===== config.mk =====
export PLATFORM = sky130hd
export DESIGN_NAME = game_controller
export DESIGN_NICKNAME = d
export VERILOG_FILES = /design/src/rtl/breakout_pkg.sv /design/src/rtl/game_controller_frame_tick_gen.sv /design/src/rtl/game_controller.sv
export SDC_FILE = /design/constraint.sdc
export NUM_CORES = 1
export LEC_CHECK = 0
export BUFFER_PORTS_ARGS = -buffer_cell sky130_fd_sc_hd__buf_4
export CORE_MARGIN = 4
export CORE_UTILIZATION = 44
export DETAILED_ROUTE_END_ITERATION = 10
export PLACE_DENSITY_LB_ADDON = 0.05
export REMOVE_ABC_BUFFERS = 1
export SKIP_LAST_GASP = 1
export SLEW_MARGIN = 20
export SYNTH_ARGS = -nofsm -noshare
export SYNTH_HDL_FRONTEND = slang
export SYNTH_SLANG_ARGS = --single-unit

===== constraint.sdc =====
create_clock -name i_clock -period 2.2 [get_ports i_clock]
set_input_delay 0.55 -clock i_clock [delete_from_list [all_inputs] [get_ports i_clock]]
set_output_delay 0.55 -clock i_clock [all_outputs]
set_load 0.05 [all_outputs]

===== src/rtl/breakout_pkg.sv =====
// Shared Breakout definitions: match state encoding and screen geometry.
package breakout_pkg;

  typedef enum logic [2:0] {
    ST_IDLE  = 3'd0,
    ST_SERVE = 3'd1,
    ST_PLAY  = 3'd2,
    ST_LOST  = 3'd3,
    ST_WON   = 3'd4,
    ST_OVER  = 3'd5
  } game_state_t;

  localparam int unsigned STATE_W  = 3;
  localparam int unsigned H_ACTIVE = 640;
  localparam int unsigned V_ACTIVE = 480;

  function automatic int unsigned max_u(input int unsigned a, input int unsigned b);
    return (a > b) ? a : b;
  endfunction

endpackage


===== src/rtl/game_controller_frame_tick_gen.sv =====
// One-cycle frame tick on the first pixel clock where the scan enters line LINE.
module frame_tick_gen #(
  parameter int unsigned Y_W  = 10,
  parameter int unsigned LINE = 480
) (
  input  logic           i_clock,
  input  logic           i_reset,
  input  logic [Y_W-1:0] i_next_y,
  output logic           o_frame_tick_c
);

  logic w_at_line;
  logic r_at_line_q;

  assign w_at_line = (i_next_y == Y_W'(LINE));

  always_ff @(posedge i_clock) begin
    if (i_reset) begin
      r_at_line_q <= 1'b0;
    end else begin
      r_at_line_q <= w_at_line;
    end
  end

  // The line is held for a whole scan row; only its first cycle ticks.
  assign o_frame_tick_c = w_at_line & ~r_at_line_q;

endmodule


===== src/rtl/game_controller.sv =====
// Breakout match sequencer: serve/play/life-lost/won/over flow, lives and ball gating.
module game_controller #(
  parameter int unsigned N_BLOCKS     = 10,
  parameter int unsigned LIVES_INIT   = 3,
  parameter int unsigned SERVE_FRAMES = 60,
  parameter int unsigned LOST_FRAMES  = 90,
  parameter int unsigned FLASH_FRAMES = 8,
  parameter int unsigned V_ACTIVE     = breakout_pkg::V_ACTIVE
) (
  input  logic                              i_clock,
  input  logic                              i_reset,
  input  logic                              i_start,
  input  logic [9:0]                        i_next_x,
  input  logic [9:0]                        i_next_y,
  input  logic                              i_ball_lost,
  input  logic [N_BLOCKS-1:0]               i_block_exist,
  output logic                              o_ball_hold,
  output logic                              o_ball_run,
  output logic                              o_blocks_restore,
  output logic                              o_score_clear,
  output logic [$clog2(LIVES_INIT+1)-1:0]   o_lives,
  output logic [2:0]                        o_game_state,
  output logic                              o_flash,
  output logic                              o_game_won,
  output logic                              o_game_over
);

  import breakout_pkg::*;

  localparam int unsigned LIVES_W = $clog2(LIVES_INIT + 1);
  localparam int unsigned CNT_W   = $clog2(max_u(SERVE_FRAMES, LOST_FRAMES) + 1);
  localparam int unsigned FLASH_W = $clog2(FLASH_FRAMES + 1);

  game_state_t        r_state, w_state_next;
  logic [LIVES_W-1:0] r_lives, w_lives_next;
  logic [CNT_W-1:0]   r_frame_cnt, w_cnt_next;
  logic [FLASH_W-1:0] r_flash_cnt, w_flash_cnt_next;
  logic               r_flash, w_flash_next;
  logic               r_start_q;
  logic               r_ball_hold, r_ball_run, r_restore, r_clear, r_won, r_over;
  logic               w_restore_next, w_clear_next;
  logic               w_start_edge;
  logic               w_frame_tick;
  logic               w_unused_hblank;

  // Horizontal scan position is not needed for sequencing.
  assign w_unused_hblank = (i_next_x >= 10'(H_ACTIVE));

  frame_tick_gen #(
    .Y_W  (10),
    .LINE (V_ACTIVE)
  ) u_frame_tick (
    .i_clock        (i_clock),
    .i_reset        (i_reset),
    .i_next_y       (i_next_y),
    .o_frame_tick_c (w_frame_tick)
  );

  assign w_start_edge = i_start & ~r_start_q;

  // Next-state, lives, timers and pulse requests.
  always_comb begin
    w_state_next     = r_state;
    w_lives_next     = r_lives;
    w_cnt_next       = r_frame_cnt;
    w_flash_next     = r_flash;
    w_flash_cnt_next = r_flash_cnt;
    w_restore_next   = 1'b0;
    w_clear_next     = 1'b0;
    case (r_state)
      ST_IDLE, ST_WON, ST_OVER: begin
        if (w_start_edge) begin
          w_state_next     = ST_SERVE;
          w_lives_next     = LIVES_W'(LIVES_INIT);
          w_cnt_next       = '0;
          w_flash_next     = 1'b0;
          w_flash_cnt_next = '0;
          w_restore_next   = 1'b1;
          w_clear_next     = 1'b1;
        end
      end
      ST_SERVE: begin
        if (w_frame_tick) begin
          if (r_frame_cnt == CNT_W'(SERVE_FRAMES - 1)) begin
            w_state_next = ST_PLAY;
            w_cnt_next   = '0;
          end else begin
            w_cnt_next = r_frame_cnt + CNT_W'(1);
          end
        end
      end
      ST_PLAY: begin
        // Clearing the last block beats losing the ball in the same cycle.
        if (i_block_exist == '0) begin
          w_state_next = ST_WON;
        end else if (i_ball_lost) begin
          if (r_lives <= LIVES_W'(1)) begin
            w_state_next = ST_OVER;
            w_lives_next = '0;
          end else begin
            w_state_next     = ST_LOST;
            w_lives_next     = r_lives - LIVES_W'(1);
            w_cnt_next       = '0;
            w_flash_next     = 1'b1;
            w_flash_cnt_next = '0;
          end
        end
      end
      ST_LOST: begin
        if (w_frame_tick) begin
          if (r_frame_cnt == CNT_W'(LOST_FRAMES - 1)) begin
            w_state_next     = ST_SERVE;
            w_cnt_next       = '0;
            w_flash_next     = 1'b0;
            w_flash_cnt_next = '0;
          end else begin
            w_cnt_next = r_frame_cnt + CNT_W'(1);
            if (r_flash_cnt == FLASH_W'(FLASH_FRAMES - 1)) begin
              w_flash_next     = ~r_flash;
              w_flash_cnt_next = '0;
            end else begin
              w_flash_cnt_next = r_flash_cnt + FLASH_W'(1);
            end
          end
        end
      end
      default: w_state_next = ST_IDLE;
    endcase
  end

  // State register plus Moore outputs decoded from the next state.
  always_ff @(posedge i_clock) begin
    if (i_reset) begin
      r_state     <= ST_IDLE;
      r_lives     <= LIVES_W'(LIVES_INIT);
      r_frame_cnt <= '0;
      r_flash_cnt <= '0;
      r_flash     <= 1'b0;
      r_start_q   <= 1'b0;
      r_ball_hold <= 1'b1;
      r_ball_run  <= 1'b0;
      r_restore   <= 1'b0;
      r_clear     <= 1'b0;
      r_won       <= 1'b0;
      r_over      <= 1'b0;
    end else begin
      r_state     <= w_state_next;
      r_lives     <= w_lives_next;
      r_frame_cnt <= w_cnt_next;
      r_flash_cnt <= w_flash_cnt_next;
      r_flash     <= w_flash_next;
      r_start_q   <= i_start;
      r_ball_hold <= (w_state_next != ST_PLAY);
      r_ball_run  <= (w_state_next == ST_PLAY);
      r_restore   <= w_restore_next;
      r_clear     <= w_clear_next;
      r_won       <= (w_state_next == ST_WON);
      r_over      <= (w_state_next == ST_OVER);
    end
  end

  assign o_ball_hold      = r_ball_hold;
  assign o_ball_run       = r_ball_run;
  assign o_blocks_restore = r_restore;
  assign o_score_clear    = r_clear;
  assign o_lives          = r_lives;
  assign o_game_state     = r_state;
  assign o_flash          = r_flash;
  assign o_game_won       = r_won;
  assign o_game_over      = r_over;

endmodule


==> results of run 1 <==
cell usage after synthesis (all sizes together) (3+ instances only):
cell type	n	share of area, %
inv	8	2.3
nand2b	7	3.3
nor3	3	1.1
ha	3	2.8
nor2	10	2.8
or3	6	2.8
o32ai	4	2.6
dfxtp	24	36
nand4b	3	2.0
nand2	7	2.0
o21ai	3	1.1
a211oi	6	3.4
clkbuf	5	1.4
nor4	9	5.4
a21oi	8	3.0
o31ai	3	1.7
nand3	8	3.0
buf	3	1.3
worst register-to-register path: stages, from the launching register on:
cell      delay, ns
dfxtp_1        0.38
ha_1           0.27
nand2b_1       0.17
o31ai_1        0.11
a41oi_2        0.34
or4b_1         0.48
a21oi_1        0.15
layout make-up:
class	count	share of cell area, %
Inverter	8	1.75
Timing Repair Buffer	44	19.3
Tap cell	31	2.26
Clock buffer	4	2.12
Multi-Input combinational cell	113	46.6
Sequential cell	24	28.0
report_power, final:
| part | internal (mW) | switching [mW] | leakage (nW) |
|---|---|---|---|
| sequential | 0.441 | 0.00611 | 0.194 |
| combinational | 0.0700 | 0.0775 | 0.434 |
| clock | 0.101 | 0.139 | 0.0210 |
| total | 0.612 | 0.222 | 0.649 |
registers in the layout, indices dropped and copies added, names as in the netlist:
| name | flops |
|---|---|
| o_score_clear | 1 |
| o_ball_hold | 1 |
| o_lives | 2 |
| o_game_state | 3 |
| r_start_q | 1 |
| o_game_over | 1 |
| r_frame_cnt | 7 |
| o_game_won | 1 |
| o_ball_run | 1 |
| o_flash | 1 |
| u_frame_tick.r_at_line_q | 1 |
| r_flash_cnt | 4 |
per-layer routing:
layer / up-vias / global-route usage (%) / part of all wire (%)
met5: - / 0 / 0
met4: 0 / 3.58 / 0.37
met3: 2 / 5.04 / 6.0
met2: 31 / 31.9 / 52
met1: 609 / 19.4 / 42
li1: 663 / - / -
final timing paths:
check	start	endpoint	cells after the start
hold / removal	r_start_q$_SDFF_PP0_	o_score_clear$_SDFF_PP0_	1
setup / recovery	i_next_y[1]	r_frame_cnt[2]$_SDFFE_PP0P_	7
setup reg to reg	r_frame_cnt[0]$_SDFFE_PP0P_	r_frame_cnt[1]$_SDFFE_PP0P_	6
hold reg to reg	r_start_q$_SDFF_PP0_	o_score_clear$_SDFF_PP0_	1
stage by stage:
stage                     cells  util (%)  setup slack, ns
after floorplan             145         -           -0.122
after global placement      220      58.8           -0.211
after detailed placement    220      58.8           -0.300
after CTS                   224      60.1           0.0477
after global routing        224      60.6           0.0441
final                       224      60.6           0.0879
kinds of logic (layout without fill, tap and decap cells):
group           after synthesis  count (layout)  synth area share, %
flops                        24              24                 36.1
fa+ha+maj                     3               3                 2.82
compound gates               40              40                 23.4
mux                           2               2                 1.50
simple gates                 68              68                 31.2
buf+inv                      16              56                 4.98
==> impl_metrics.py, run 1 <==
metrics = {
    "floorplan": {
        "dieArea_um2": 3970,
        "rows": 19,
        "die_y_um": 63.0,
        "boundaryPins": 46,
        "coreArea_um2": 2830,
        "initial_core_util_pct": 47.1,
        "die_w_um": 63.0,
    },
    "run": {
        "maxCapViolCount": 0,
    },
    "worst_setup_path": {
        "ff2ff_setup_slack_ns": 0.24,
        "cp.arrival_ns": 2.36,
        "cp_data_required_time_ns": 2.45,
        "critPathKind": "in2reg",
        "path_buf_inv": 2,
        "critPathSlowestCell": "or4_4",
        "cp-start-kind": "input pin",
        "path_common_cell": "buf_4",
        "critical_path.top_delay_family": "simple AND/OR/NAND/NOR gates",
        "slowest_delay_ns": 0.56,
        "cp_max_fo": 9,
        "path_cells": "buf_4 > or4_4 > nor4_4 > o221ai_4 > buf_4 > nand2b_1 > o32ai_2",
        "endpoint_kind": "flip-flop",
    },
    "power": {
        "power_density_nw_per_um2": 487,
        "ir_drop_mv": 0.313,
        "power_uw": 835,
        "leakage_nw": 0.649,
    },
    "logic_synthesis": {
        "syn_avg_cell_area_um2": 8.70,
        "syn_inst": 153,
        "yosys_warnings": 0,
        "syn-cell-area_um2": 1330,
        "async_flop_share_pct": 0,
        "ys_seq_elements": 24,
        "synth_flop_cell": "dfxtp_1",
        "synth_edf_count": 0,
        "ys_seq_area_share_pct": 36.1,
        "ys_types": 47,
    },
    "cts": {
        "postCtsSetupBuffers": 0,
        "cts.path.max_buffers": 2,
        "root_buffer": "clkbuf_4",
        "cts_tree": "built",
        "htree_levels": 1,
        "cts_buffers": 3,
        "clk_latency_ns": 0.32,
        "cts_resized": 0,
        "hold_buffers": 0,
        "clock-sinks": 24,
        "clkTransAtPathRegs_ns": 0.14,
    },
    "global_route": {
        "grt_overflow": 0,
        "global_route.usage.total_pct": 17.3,
        "grt_pass1_wl_mm": 5.66,
        "antenna_found_initial": 0,
        "grt_max_degree": 26,
        "grt_pass1_vias": 1292,
    },
    "route": {
        "drt-initial-drc-count": 50,
        "drt_wl_total_mm": 3.23,
        "postRouteAntennaNets": 0,
        "vias_per_cell": 5.83,
        "dr.pass1.iters": 4,
        "vias": 1305,
        "drc": 0,
        "post_drt_wl_per_cell_um": 14.4,
    },
    "timing": {
        "final.setup.tns_ns": 0,
        "slew_violations": 0,
        "timing.final.crit_share_pct": 96.0,
        "hold_viol_final": 0,
        "rsz0062_at_grt": "false",
        "finClkSkew_ns": 0.00717,
        "slew_headroom_pct": 63.5,
        "hold_slack_ns": 0.437,
        "setup_viol": 0,
        "fin_crit_ns": 2.11,
        "tightestPinTransition_ns": 0.545,
        "fmax_mhz": 473,
    },
    "cells_and_area": {
        "n_antenna_cell": 0,
        "areaGrowthSynthToFinish_pct": 28.9,
        "final_cell_mix": "buf_4 (44), dfxtp_1 (24), nor2_1 (10)",
        "layout_commonest_cell": "buf_4",
        "multi_input_area_um2": 800,
        "fin_area_um2": 1720,
        "ff_latch_area_um2": 480,
        "nNetsFinal": 231,
        "drive_gt1_share_pct": 30.1,
        "fillers": 262,
    },
    "placement": {
        "io_buffers": 35,
        "placed_cell_area_um2": 1660,
        "dp_hpwl_mm": 2.50,
        "place.gp.congestion": 0.818,
    },
    "hold_path": {
        "hp-class": "reg2reg",
    },
    "status": {
        "status": "finished, final reports clean",
    },
}
Power figures use the tool's default switching activity.
==> run 2: changes to the inputs <==
--- a/config.mk
+++ b/config.mk
@@ -6,7 +6,7 @@
 export NUM_CORES = 1
 export LEC_CHECK = 0
 export BUFFER_PORTS_ARGS = -buffer_cell sky130_fd_sc_hd__buf_4
-export CORE_MARGIN = 4
+export CORE_MARGIN = 2
 export CORE_UTILIZATION = 44
 export DETAILED_ROUTE_END_ITERATION = 10
 export PLACE_DENSITY_LB_ADDON = 0.05
==> run 2 against run 1 <==
Final area up 1.8%; critical path depth fell by 1; sequential share of layout area fell by 0.50 points; sequential power about the same; setup slack better by 0.0077 ns; utilization grew 1.6 points; power rose by 10%; flip-flop and latch count did not move; global-route usage up 2.3 points; maximum frequency rose by 0.37%; critical endpoint is now r_frame_cnt[1]$_SDFFE_PP0P_; largest cell class unchanged; largest power group unchanged; highest routed layer unchanged.
==> impl_metrics.py, run 2 (same netlist as run 1, synthesis figures left out) <==
metrics = {
    "status": {
        "status": "finished, final reports clean",
    },
    "cts": {
        "clock-sinks": 24,
        "hold_buffers": 0,
        "clkTransAtPathRegs_ns": 0.14,
        "cts_resized": 0,
        "cts_buffers": 3,
        "htree_levels": 1,
        "clk_latency_ns": 0.31,
        "cts.path.max_buffers": 2,
        "postCtsSetupBuffers": 0,
        "root_buffer": "clkbuf_4",
        "cts_tree": "built",
    },
    "global_route": {
        "global_route.usage.total_pct": 19.6,
        "antenna_found_initial": 0,
        "grt_overflow": 0,
        "grt_max_degree": 26,
        "grt_pass1_wl_mm": 5.38,
        "grt_pass1_vias": 1262,
    },
    "route": {
        "vias": 1328,
        "wl_met3_um": 126,
        "drc": 0,
        "routed.top_layer": "met4",
        "drt_wl_total_mm": 3.23,
        "vias_per_cell": 5.90,
        "dr_wl_met2_mm": 1.63,
        "postRouteAntennaNets": 0,
        "dr.pass1.iters": 4,
        "wl_met1_mm": 1.46,
        "drt-initial-drc-count": 47,
        "post_drt_wl_per_cell_um": 14.3,
    },
    "worst_setup_path": {
        "ff2ff_setup_slack_ns": 0.17,
        "critPathKind": "in2reg",
        "cp_data_required_time_ns": 2.46,
        "cp_max_fo": 3,
        "endpoint_kind": "flip-flop",
        "cp-start-kind": "input pin",
        "cp.arrival_ns": 2.36,
    },
    "timing": {
        "timing.final.crit_share_pct": 95.7,
        "rsz0062_at_grt": "true",
        "tightestPinTransition_ns": 0.533,
        "hold_slack_ns": 0.432,
        "fin_crit_ns": 2.10,
        "setup_viol": 0,
        "hold_viol_final": 0,
        "finClkSkew_ns": 0.00306,
        "slew_violations": 0,
        "slew_headroom_pct": 64.3,
        "fmax_mhz": 475,
    },
    "cells_and_area": {
        "final_cell_count_no_fill": 225,
        "areaGrowthSynthToFinish_pct": 31.2,
        "multi_input_area_um2": 807,
        "largest_reg_flops": 7,
        "layout_commonest_cell": "buf_4",
        "n_antenna_cell": 0,
        "final_cell_mix": "buf_4 (45), dfxtp_1 (24), nor2_1 (10)",
        "nNetsFinal": 232,
        "drive_gt1_share_pct": 30.9,
        "regMostFlops": "r_frame_cnt",
        "fillers": 248,
        "ff_latch_area_um2": 480,
    },
    "floorplan": {
        "die_w_um": 59.0,
        "initial_core_util_pct": 47.5,
        "die_y_um": 59.0,
        "coreArea_um2": 2810,
        "dieArea_um2": 3480,
        "boundaryPins": 46,
        "rows": 19,
    },
    "power": {
        "power_density_nw_per_um2": 526,
        "leakage_nw": 0.668,
        "ir_drop_mv": 0.271,
        "power_uw": 919,
    },
    "placement": {
        "io_buffers": 35,
        "place.gp.congestion": 0.801,
        "dp_hpwl_mm": 2.47,
        "dp.cells": 221,
    },
    "run": {
        "maxCapViolCount": 0,
    },
    "hold_path": {
        "hp-class": "reg2reg",
    },
}
## run 2: path summary, 6_finish.rpt
kind / start / end / depth (start not counted)
worst max-delay path: i_next_y[1] / r_frame_cnt[1]$_SDFFE_PP0P_ / 6
worst min-delay path: r_start_q$_SDFF_PP0_ / o_score_clear$_SDFF_PP0_ / 1
worst max register to register: r_frame_cnt[0]$_SDFFE_PP0P_ / r_frame_cnt[1]$_SDFFE_PP0P_ / 6
worst min register to register: r_start_q$_SDFF_PP0_ / o_score_clear$_SDFF_PP0_ / 1
## run 2: final cells by class
| cell class | instances | area share, % |
|---|---|---|
| Multi-Input combinational cell | 113 | 46.2 |
| Sequential cell | 24 | 27.5 |
| Timing Repair Buffer | 45 | 19.3 |
| Tap cell | 31 | 2.22 |
| Clock inverter | 1 | 1.72 |
| Inverter | 8 | 1.72 |
| Clock buffer | 3 | 1.29 |
## run 2: through the flow
| step | instance area [um2] | utilization, % | worst slack (ns) | setup TNS (ns) |
|---|---|---|---|---|
| 3_5_place_dp | 1670 | 59.6 | -0.270 | -2.73 |
| 2_1_floorplan | 1290 | - | -0.122 | -0.122 |
| 3_3_place_gp | 1670 | 59.6 | -0.194 | -2.62 |
| 6_report | 1750 | 62.3 | 0.0956 | 0 |
| 5_1_grt | 1750 | 62.3 | -0.0173 | -0.0173 |
| 4_1_cts | 1720 | 61.5 | 0.0655 | 0 |
## run 2: metal layers
layer / vias up / track usage [%]
met5: - / 0
met4: 0 / 6.17
met1: 636 / 23.8
met3: 2 / 2.84
li1: 666 / -
met2: 24 / 35.4
## run 2: power breakdown
| group | internal (mW) | switching (mW) |
|---|---|---|
| logic | 0.0723 | 0.0794 |
| registers | 0.441 | 0.00590 |
| clock network | 0.184 | 0.136 |
| total | 0.697 | 0.222 |
## run 2: critical path, cell delays in order
cell,delay (ns)
buf_4,0.11
or4_4,0.56
nor4_4,0.34
o221ai_4,0.14
or4b_1,0.51
a21oi_1,0.15
==> run 3: changes to the inputs <==
--- a/config.mk
+++ b/config.mk
@@ -7,7 +7,7 @@
 export LEC_CHECK = 0
 export BUFFER_PORTS_ARGS = -buffer_cell sky130_fd_sc_hd__buf_4
 export CORE_MARGIN = 2
-export CORE_UTILIZATION = 44
+export CORE_UTILIZATION = 49
 export DETAILED_ROUTE_END_ITERATION = 10
 export PLACE_DENSITY_LB_ADDON = 0.05
 export REMOVE_ABC_BUFFERS = 1
==> constraint.sdc (replaced) <==
create_clock -name i_clock -period 2.3 [get_ports i_clock]
set_input_delay 0.575 -clock i_clock [delete_from_list [all_inputs] [get_ports i_clock]]
set_output_delay 0.575 -clock i_clock [all_outputs]
set_load 0.05 [all_outputs]
==> run 3 against run 2 <==
Global-route usage increased by 1.7 points; via count is 0.68% lower; final area fell by 2.7%; sequential power down 4.5%; clock power is 5% lower; wire length down 4.3%; worst hold slack improved by 0.00078 ns; utilization up 5.1 points; sequential share of layout area grew 0.75 points; cell count shrank 1.8%; largest cell class unchanged; largest power group unchanged.
==> impl_metrics.py, run 3 (same netlist as run 1, synthesis figures left out) <==
metrics = {
    "cells_and_area": {
        "drive_gt1_share_pct": 28.3,
        "final_cell_mix": "buf_4 (42), dfxtp_1 (24), nor2_1 (10)",
        "layout_commonest_cell": "buf_4",
        "largest_reg_flops": 7,
        "nNetsFinal": 229,
        "ff_latch_area_um2": 480,
        "final_core_util_pct": 67.4,
        "multi_input_area_um2": 785,
        "final_cell_count_no_fill": 221,
        "regMostFlops": "r_frame_cnt",
        "n_antenna_cell": 0,
        "fillers": 213,
        "areaGrowthSynthToFinish_pct": 27.7,
    },
    "run": {
        "maxCapViolCount": 0,
    },
    "route": {
        "vias_per_cell": 5.97,
        "drt_wl_total_mm": 3.09,
        "postRouteAntennaNets": 0,
        "vias": 1319,
        "drt-initial-drc-count": 39,
        "drc": 0,
        "post_drt_wl_per_cell_um": 14.0,
        "dr.pass1.iters": 4,
    },
    "cts": {
        "cts.path.max_buffers": 2,
        "htree_levels": 1,
        "clkTransAtPathRegs_ns": 0.14,
        "root_buffer": "clkbuf_4",
        "clock-sinks": 24,
        "cts_buffers": 3,
        "clk_latency_ns": 0.32,
        "cts_resized": 0,
        "hold_buffers": 0,
        "postCtsSetupBuffers": 0,
        "cts_tree": "built",
    },
    "power": {
        "leakage_nw": 0.642,
        "ir_drop_mv": 0.437,
        "power_uw": 870,
        "power_density_nw_per_um2": 511,
    },
    "worst_setup_path": {
        "critPathSlowestCell": "or4_4",
        "cp_max_fo": 9,
        "critPathKind": "in2reg",
        "path_buf_inv": 2,
        "endpoint_kind": "flip-flop",
        "slowest_delay_ns": 0.56,
        "critical_path.top_delay_family": "simple AND/OR/NAND/NOR gates",
        "path_common_cell": "buf_4",
        "path_cells": "buf_4 > or4_4 > nor4_4 > o221ai_4 > buf_4 > nand2b_1 > o32ai_1",
        "cp.arrival_ns": 2.38,
        "cp_data_required_time_ns": 2.53,
        "cp-start-kind": "input pin",
    },
    "floorplan": {
        "dieArea_um2": 3150,
        "die_y_um": 56.1,
        "initial_core_util_pct": 52.8,
        "boundaryPins": 46,
        "rows": 18,
        "coreArea_um2": 2520,
        "die_w_um": 56.1,
    },
    "global_route": {
        "grt_max_degree": 26,
        "grt_overflow": 0,
        "grt_pass1_wl_mm": 5.60,
        "global_route.usage.total_pct": 21.3,
        "grt_pass1_vias": 1284,
        "antenna_found_initial": 0,
    },
    "timing": {
        "setup_viol": 0,
        "finClkSkew_ns": 0.00891,
        "hold_viol_final": 0,
        "slew_headroom_pct": 60.0,
        "timing.final.crit_share_pct": 93.4,
        "slew_violations": 0,
        "fin_crit_ns": 2.15,
        "hold_slack_ns": 0.433,
        "fmax_mhz": 466,
        "tightestPinTransition_ns": 0.591,
        "rsz0062_at_grt": "false",
    },
    "hold_path": {
        "hp-class": "reg2reg",
    },
    "status": {
        "status": "finished, final reports clean",
    },
    "placement": {
        "io_buffers": 35,
        "dp_hpwl_mm": 2.38,
        "place.gp.congestion": 0.873,
        "dp.cells": 217,
    },
}
run 3: cell type report:
type                    count  share of cell area (%)
well taps                  30                    2.21
inverters                   8                    1.77
multi-input cells         113                    46.1
clock buffers               3                    1.32
flip-flops and latches     24                    28.3
repair buffers             42                    18.5
clock inverters             1                    1.77
run 3: power breakdown:
part | leakage (nW) | switching (mW) | internal, mW
clock network | 0.0279 | 0.127 | 0.176
registers | 0.194 | 0.00580 | 0.422
logic | 0.420 | 0.0728 | 0.0661
run 3: worst paths after layout:
| path | startpoint | endpoint | slack [ns] | cells past startpoint |
|---|---|---|---|---|
| hold reg to reg | r_start_q$_SDFF_PP0_ | o_score_clear$_SDFF_PP0_ | 0.43 | 1 |
| setup reg to reg | r_frame_cnt[0]$_SDFFE_PP0P_ | r_frame_cnt[1]$_SDFFE_PP0P_ | 0.24 | 6 |
| setup / recovery | i_next_y[1] | r_frame_cnt[2]$_SDFFE_PP0P_ | 0.15 | 7 |
| hold / removal | r_start_q$_SDFF_PP0_ | o_score_clear$_SDFF_PP0_ | 0.43 | 1 |
run 3: through the flow:
step | cell area (um2) | setup WS, ns | TNS (ns)
after global placement | 1650 | -0.131 | -1.27
after floorplan | 1290 | -0.0468 | -0.0468
final | 1700 | 0.152 | 0
after CTS | 1700 | 0.153 | 0
after global routing | 1700 | 0.0692 | 0
after detailed placement | 1650 | -0.184 | -1.77
run 3: routing by layer:
layer | routed length (um) | vias to the layer above | track usage, % | share of wire (%)
met2 | 1550 | 34 | 37.8 | 50
met1 | 1340 | 624 | 26.8 | 44
met4 | 21 | 0 | 5.10 | 0.68
li1 | - | 659 | - | -
met3 | 168 | 2 | 3.49 | 5.4
met5 | 0 | - | 0 | 0
